[src/rtl/rt_counter_ctrl.sv]
// Real-time clock counter: prescaled seconds/minutes/hours with a run/stop
// control FSM and a validated load handshake. All outputs are registered.
module rt_counter_ctrl #(
    parameter int TICK_DIV = 1000,
    parameter int SEC_MOD  = 60,
    parameter int MIN_MOD  = 60,
    parameter int HR_MOD   = 24,
    localparam int SW      = $clog2(SEC_MOD),
    localparam int MW      = $clog2(MIN_MOD),
    localparam int HW      = $clog2(HR_MOD)
) (
    input  logic          clk,
    input  logic          reset,
    input  logic          run,
    input  logic          load_req,
    input  logic [SW-1:0] load_sec,
    input  logic [MW-1:0] load_min,
    input  logic [HW-1:0] load_hr,
    output logic          load_ack,
    output logic          load_err,
    output logic [SW-1:0] sec_o,
    output logic [MW-1:0] min_o,
    output logic [HW-1:0] hr_o,
    output logic          sec_en,
    output logic          min_en,
    output logic          hr_en,
    output logic          day_wrap
);

    localparam int PW = $clog2(TICK_DIV);
    localparam logic [PW-1:0] PRESC_MAX = PW'(TICK_DIV - 1);
    localparam logic [SW-1:0] SEC_MAX   = SW'(SEC_MOD - 1);
    localparam logic [MW-1:0] MIN_MAX   = MW'(MIN_MOD - 1);
    localparam logic [HW-1:0] HR_MAX    = HW'(HR_MOD - 1);

    typedef enum logic [1:0] {
        ST_STOP,
        ST_RUN,
        ST_LOAD
    } state_t;

    state_t        r_state;
    logic [PW-1:0] r_presc;
    logic          r_armed;
    logic [SW-1:0] r_sec;
    logic [MW-1:0] r_min;
    logic [HW-1:0] r_hr;
    logic          r_sec_en, r_min_en, r_hr_en, r_day_wrap;
    logic          r_load_ack, r_load_err;

    logic w_load_start;
    logic w_count;
    logic w_tick;
    logic w_load_ok;

    // The prescaler advances on every edge whose outcome is RUN, so a run
    // level change takes effect on the same edge in both directions.
    assign w_load_start = (r_state != ST_LOAD) && load_req && r_armed;
    assign w_count      = (r_state != ST_LOAD) && run && !w_load_start;
    assign w_tick       = w_count && (r_presc == PRESC_MAX);
    assign w_load_ok    = (load_sec <= SEC_MAX) && (load_min <= MIN_MAX) &&
                          (load_hr <= HR_MAX);

    always_ff @(posedge clk) begin
        // NOTE: pulse outputs default low each edge; sequential state uses <= only.
        r_sec_en   <= 1'b0;
        r_min_en   <= 1'b0;
        r_hr_en    <= 1'b0;
        r_day_wrap <= 1'b0;
        r_load_ack <= 1'b0;
        r_load_err <= 1'b0;
        if (reset) begin
            r_state <= ST_STOP;
            r_presc <= '0;
            r_armed <= 1'b1;
            r_sec   <= '0;
            r_min   <= '0;
            r_hr    <= '0;
        end else begin
            if (!load_req) begin
                r_armed <= 1'b1;
            end
            case (r_state)
                ST_STOP, ST_RUN: begin
                    if (w_load_start) begin
                        r_state <= ST_LOAD;
                        r_armed <= 1'b0;
                    end else begin
                        r_state <= run ? ST_RUN : ST_STOP;
                        if (w_tick) begin
                            r_presc  <= '0;
                            r_sec_en <= 1'b1;
                            if (r_sec == SEC_MAX) begin
                                r_sec    <= '0;
                                r_min_en <= 1'b1;
                                if (r_min == MIN_MAX) begin
                                    r_min   <= '0;
                                    r_hr_en <= 1'b1;
                                    if (r_hr == HR_MAX) begin
                                        r_hr       <= '0;
                                        r_day_wrap <= 1'b1;
                                    end else begin
                                        r_hr <= r_hr + HW'(1);
                                    end
                                end else begin
                                    r_min <= r_min + MW'(1);
                                end
                            end else begin
                                r_sec <= r_sec + SW'(1);
                            end
                        end else if (w_count) begin
                            r_presc <= r_presc + PW'(1);
                        end
                    end
                end
                ST_LOAD: begin
                    r_state    <= run ? ST_RUN : ST_STOP;
                    r_load_ack <= 1'b1;
                    if (w_load_ok) begin
                        r_sec    <= load_sec;
                        r_min    <= load_min;
                        r_hr     <= load_hr;
                        r_presc  <= '0;
                        r_sec_en <= 1'b1;
                        r_min_en <= 1'b1;
                        r_hr_en  <= 1'b1;
                    end else begin
                        r_load_err <= 1'b1;
                    end
                end
                default: r_state <= ST_STOP;
            endcase
        end
    end

    assign sec_o    = r_sec;
    assign min_o    = r_min;
    assign hr_o     = r_hr;
    assign sec_en   = r_sec_en;
    assign min_en   = r_min_en;
    assign hr_en    = r_hr_en;
    assign day_wrap = r_day_wrap;
    assign load_ack = r_load_ack;
    assign load_err = r_load_err;

endmodule

[config.mk]
export PLATFORM = sky130hd
export DESIGN_NAME = rt_counter_ctrl
export DESIGN_NICKNAME = d
export VERILOG_FILES = /design/src/rtl/rt_counter_ctrl.sv
export SDC_FILE = /design/constraint.sdc
export NUM_CORES = 1
export LEC_CHECK = 0
export ABC_CLOCK_PERIOD_IN_PS = 3100
export CAP_MARGIN = 40
export CORE_MARGIN = 2
export CORE_UTILIZATION = 49
export DETAILED_ROUTE_END_ITERATION = 10
export HOLD_SLACK_MARGIN = 0.03
export PLACE_DENSITY = 0.79
export SYNTH_ARGS = -nofsm -noshare
export SYNTH_HDL_FRONTEND = slang
export SYNTH_SLANG_ARGS = --single-unit
[constraint.sdc]
create_clock -name clk -period 3.1 [get_ports clk]
set_clock_uncertainty 0.15 [all_clocks]
set_input_delay 0.465 -clock clk [delete_from_list [all_inputs] [get_ports clk]]
set_output_delay 0.465 -clock clk [all_outputs]
set_load 0.01 [all_outputs]
==> impl.org <==
** CTS
- Clock buffers created by TritonCTS :: 5
- In this run the deepest clock path goes through 2 buffers.
- Once the clock tree was built, the resizer swapped 0 gates to a different size.
- Total number of clock tree sinks :: 36
- The tree is rooted in a clkbuf_8.
- H-tree depth :: 2
- Clock latency at the later pin of the worst-skew pair :: roughly 0.29 ns
- Clock-pin slew was measured on the worst setup and hold paths at ~0.070 ns.
- Buffer count from post-CTS setup fixing :: 0
- Clock tree from TritonCTS :: built
- Buffers inserted to repair hold after CTS numbered 0.

** Worst hold path
- The tightest min-delay check is of the reg2reg type.
- Endpoint of the worst hold-timing path :: r_armed
- Start point of the worst hold path :: r_armed
- Cell count of the worst hold path :: 2

** Routing
- In this run, the number of DRC markers left after iteration 0 of detailed routing was about 140.
- In the routed layout, each cell is associated on average with a via count of around 5.7.
- In this run the remaining antenna-violating nets after routing total 0.
- For this block, the via count after detailed routing is ~1800.
- Total detailed-routing wirelength :: roughly 4400 µm
- For this run, design rule violations remaining after detail routing come to 0.
- Wirelength per Cell :: between 10 and 15 µm
- The first detailed-routing pass ran for 4 iterations.

** Setup path
- The worst setup path is captured at a flop.
- Measured in cells, the most critical reg-to-reg path has a length of 6.
- Critical path data required time :: 3.14 ns
- The worst register-to-register path ends at hr_o[4].
- Of all nets on the critical path, the largest fanout is 8.
- WS Path Type :: reg2reg
- Slack of the worst reg-to-reg path :: ~0.68 ns
- Data arrives at the worst endpoint at roughly 2.5 ns.
- Reg-to-reg startpoint :: sec_o[0]
- The worst setup path is launched from a flop.

** Power
- Total power divided by cell area :: 383 nW/µm²
- In this run the static leakage power is 0.863 nW.
- Worst vdd rail ir drop :: around 0.36 mV
- Total power for the finished layout comes to about 0.93 mW.

** Final layout
- Final Cell Area :: ~2400 µm²
- Final nets :: 285
- Non-filler instance count after layout :: just over 300
- Compared with the post-synthesis result, the final layout area differs by 29.3%.
- Number of inserted diodes :: 0
- The layout has about 320 filler cells.
- Cells with a size suffix above 1 make up under 10% of the layout.

** Floorplan
- DIE HEIGHT :: 65.8 µm
- During I/O placement, the number of pins put on the boundary was between 40 and 50.
- In this run the standard cell core region covers between 3000 and 4000 µm².
- After floorplanning, the core was divided into 22 placement rows.
- Die outline width :: around 66 µm
- Initial Utilization :: 51.2%
- The die covers roughly 4300 µm².

** Global route
- The number of antenna violations at the first check in global routing was 0.
- Overall Global Routing Usage :: 23.0%
- For this run the aggregate overflow at the end of global routing stands at 0.
- Entering global routing, the biggest net connects 23 pins.
- Global-route wire length before repair :: slightly below 8000 µm
- Via count of the first global-routing pass :: ~1700

** STA
- Final Setup Violations :: 0
- Transition time at the pin with the least slew margin :: a little over 0.6 ns
- Final Cycle Share :: between 70% and 80%
- The worst path needs 2.42 ns of the cycle, external delays included.
- The worst pin sits at a relative slew slack of just under 60%.
- Setup TNS :: 0 ns
- Highest attainable clock frequency :: 0.413 GHz
- Final Worst Setup Slack :: 0.680 ns
- Final slew viol count :: 0
- The final hold violation count was 0.
- RSZ-0062 raised after global routing :: false

** Synthesis
- Distinct cell type count after synthesis :: 53
- The share of the Yosys chip area taken by registers is about two fifths.
- Flip-flop and latch count after synthesis :: 36
- Number of synthesis warnings :: 0
- The number of nets in the synthesized netlist is around 240.
- Summed over its instances, the top area cell type makes up 38.5% of the synthesized netlist area.
- Number of synthesized flops with an enable pin :: 0
- The synthesized design spends more area on one cell type than any other, namely dfxtp_1.
- Cell types with the largest area share after synthesis :: dfxtp_1 38%, nor2_1 5.8%, nand2_1 4.4%
- Synthesis produced ~220 cells.
- Ranking of synthesized cells by instance count :: 36 x dfxtp_1, 29 x nor2_1, 22 x nand2_1
- The cell area that synthesis handed to floorplanning was ~1900 µm².
- For this run, the leading register cell type out of synthesis is dfxtp_1.
- Each instance of the synthesized netlist takes up on average slightly below 9 µm².
- By instance count, the leading cell after synthesis is dfxtp_1.
- Fraction of registers with async set/reset :: 0%

** Placed design
- Routability-driven placement finished with a final weighted congestion of ~0.82.
- During placement, the flow inserted port buffers numbering 43.
- Detailed placement ended at an HPWL of ~3200 µm.
- Setup WS pre-CTS :: between 0.4 and 0.5 ns
- Once placement completed, the tool counted placed cells totaling ~300.
- Post-placement cell area :: 2350 µm²

** Run
- Across the run, the number of max-cap violations was 0.

** Outcome
- Run status :: finished clean
[worst max-delay path: stages, from the launching register on]
cell     delay, ns
dfxtp_1       0.40
ha_1          0.25
nor2b_2       0.19
nand4_2       0.24
or4_4         0.59
and2_4        0.21
o41ai_2       0.29
[flip-flops by register name (all words and copies together), names as in the netlist]
name      count
sec_en        1
sec_o         6
hr_o          5
r_presc      10
r_state       2
min_en        1
min_o         6
load_err      1
day_wrap      1
load_ack      1
r_armed       1
hr_en         1
[logic make-up (layout without fill, tap and decap cells)]
| kind of cell | after synthesis | count (layout) | synth area share [%] |
|---|---|---|---|
| muxes | 2 | 2 | 1.07 |
| buffers and inverters | 13 | 57 | 3.40 |
| DFF | 36 | 36 | 38.5 |
| adders and majority gates | 4 | 4 | 2.67 |
| AOI/OAI and AO/OA | 49 | 49 | 19.6 |
| xor gates and xnor gates | 12 | 12 | 5.61 |
| and+or+nand+nor | 100 | 100 | 29.2 |
[routing by layer]
layer,share of wire (%),vias up,GRT usage (%)
met3,6.2,6,5.79
met4,1.3,0,8.59
li1,-,880,-
met2,47,53,36.5
met1,46,815,30.0
met5,0,-,0
[per-stage QoR]
step	hold slack, ns	utilization [%]
final	0.357	66.2
after floorplan	0.305	-
after detailed placement	0.343	64.1
after global routing	0.385	66.2
after global placement	0.331	64.1
after CTS	0.353	66.2
[placed cells by master, fill, tap and decap left out, drive strengths merged, types with 3 or more instances in the layout]
master | synthesis | layout
a311oi | 5 | 5
ha | 4 | 4
nand4 | 8 | 8
clkbuf | 9 | 6
nor2 | 29 | 29
a21oi | 10 | 10
nand2 | 22 | 22
clkdlybuf4s50 | 0 | 43
o21ai | 4 | 4
nand4b | 5 | 5
o211ai | 4 | 4
o31ai | 3 | 3
nand2b | 4 | 4
nor2b | 3 | 3
buf | 2 | 5
dfxtp | 36 | 36
xor2 | 4 | 4
a211oi | 7 | 7
nand3 | 7 | 7
and2 | 5 | 5
xnor2 | 8 | 8
[final cells by class]
type	instances	area, µm²	share of cell area, %
flip-flops and latches	36	721	29.7
clock buffers	6	72.6	2.99
well taps	48	60.1	2.48
repair buffers	48	468	19.3
inverters	2	7.51	0.310
clock inverters	1	5.00	0.207
multi-input cells	167	1090	45.0
[where the power goes]
group	leakage (nW)	switching [mW]	total, mW	internal [mW]
logic	0.530	0.0615	0.130	0.0682
clock network	0.0410	0.155	0.307	0.153
registers	0.292	0.0151	0.491	0.476
[worst max path at each step]
stage / startpoint / end / slack [ns] / depth (start not counted)
CTS: sec_o[0] / hr_o[4] / 0.67 / 6
floorplan: sec_o[0] / hr_o[4] / 0.70 / 8
global route: sec_o[0] / hr_o[4] / 0.54 / 6
finish: sec_o[0] / hr_o[4] / 0.68 / 6
detailed placement: load_req / hr_o[4] / 0.42 / 6
global placement: load_req / hr_o[4] / 0.48 / 6
Power figures use the tool's default switching activity.
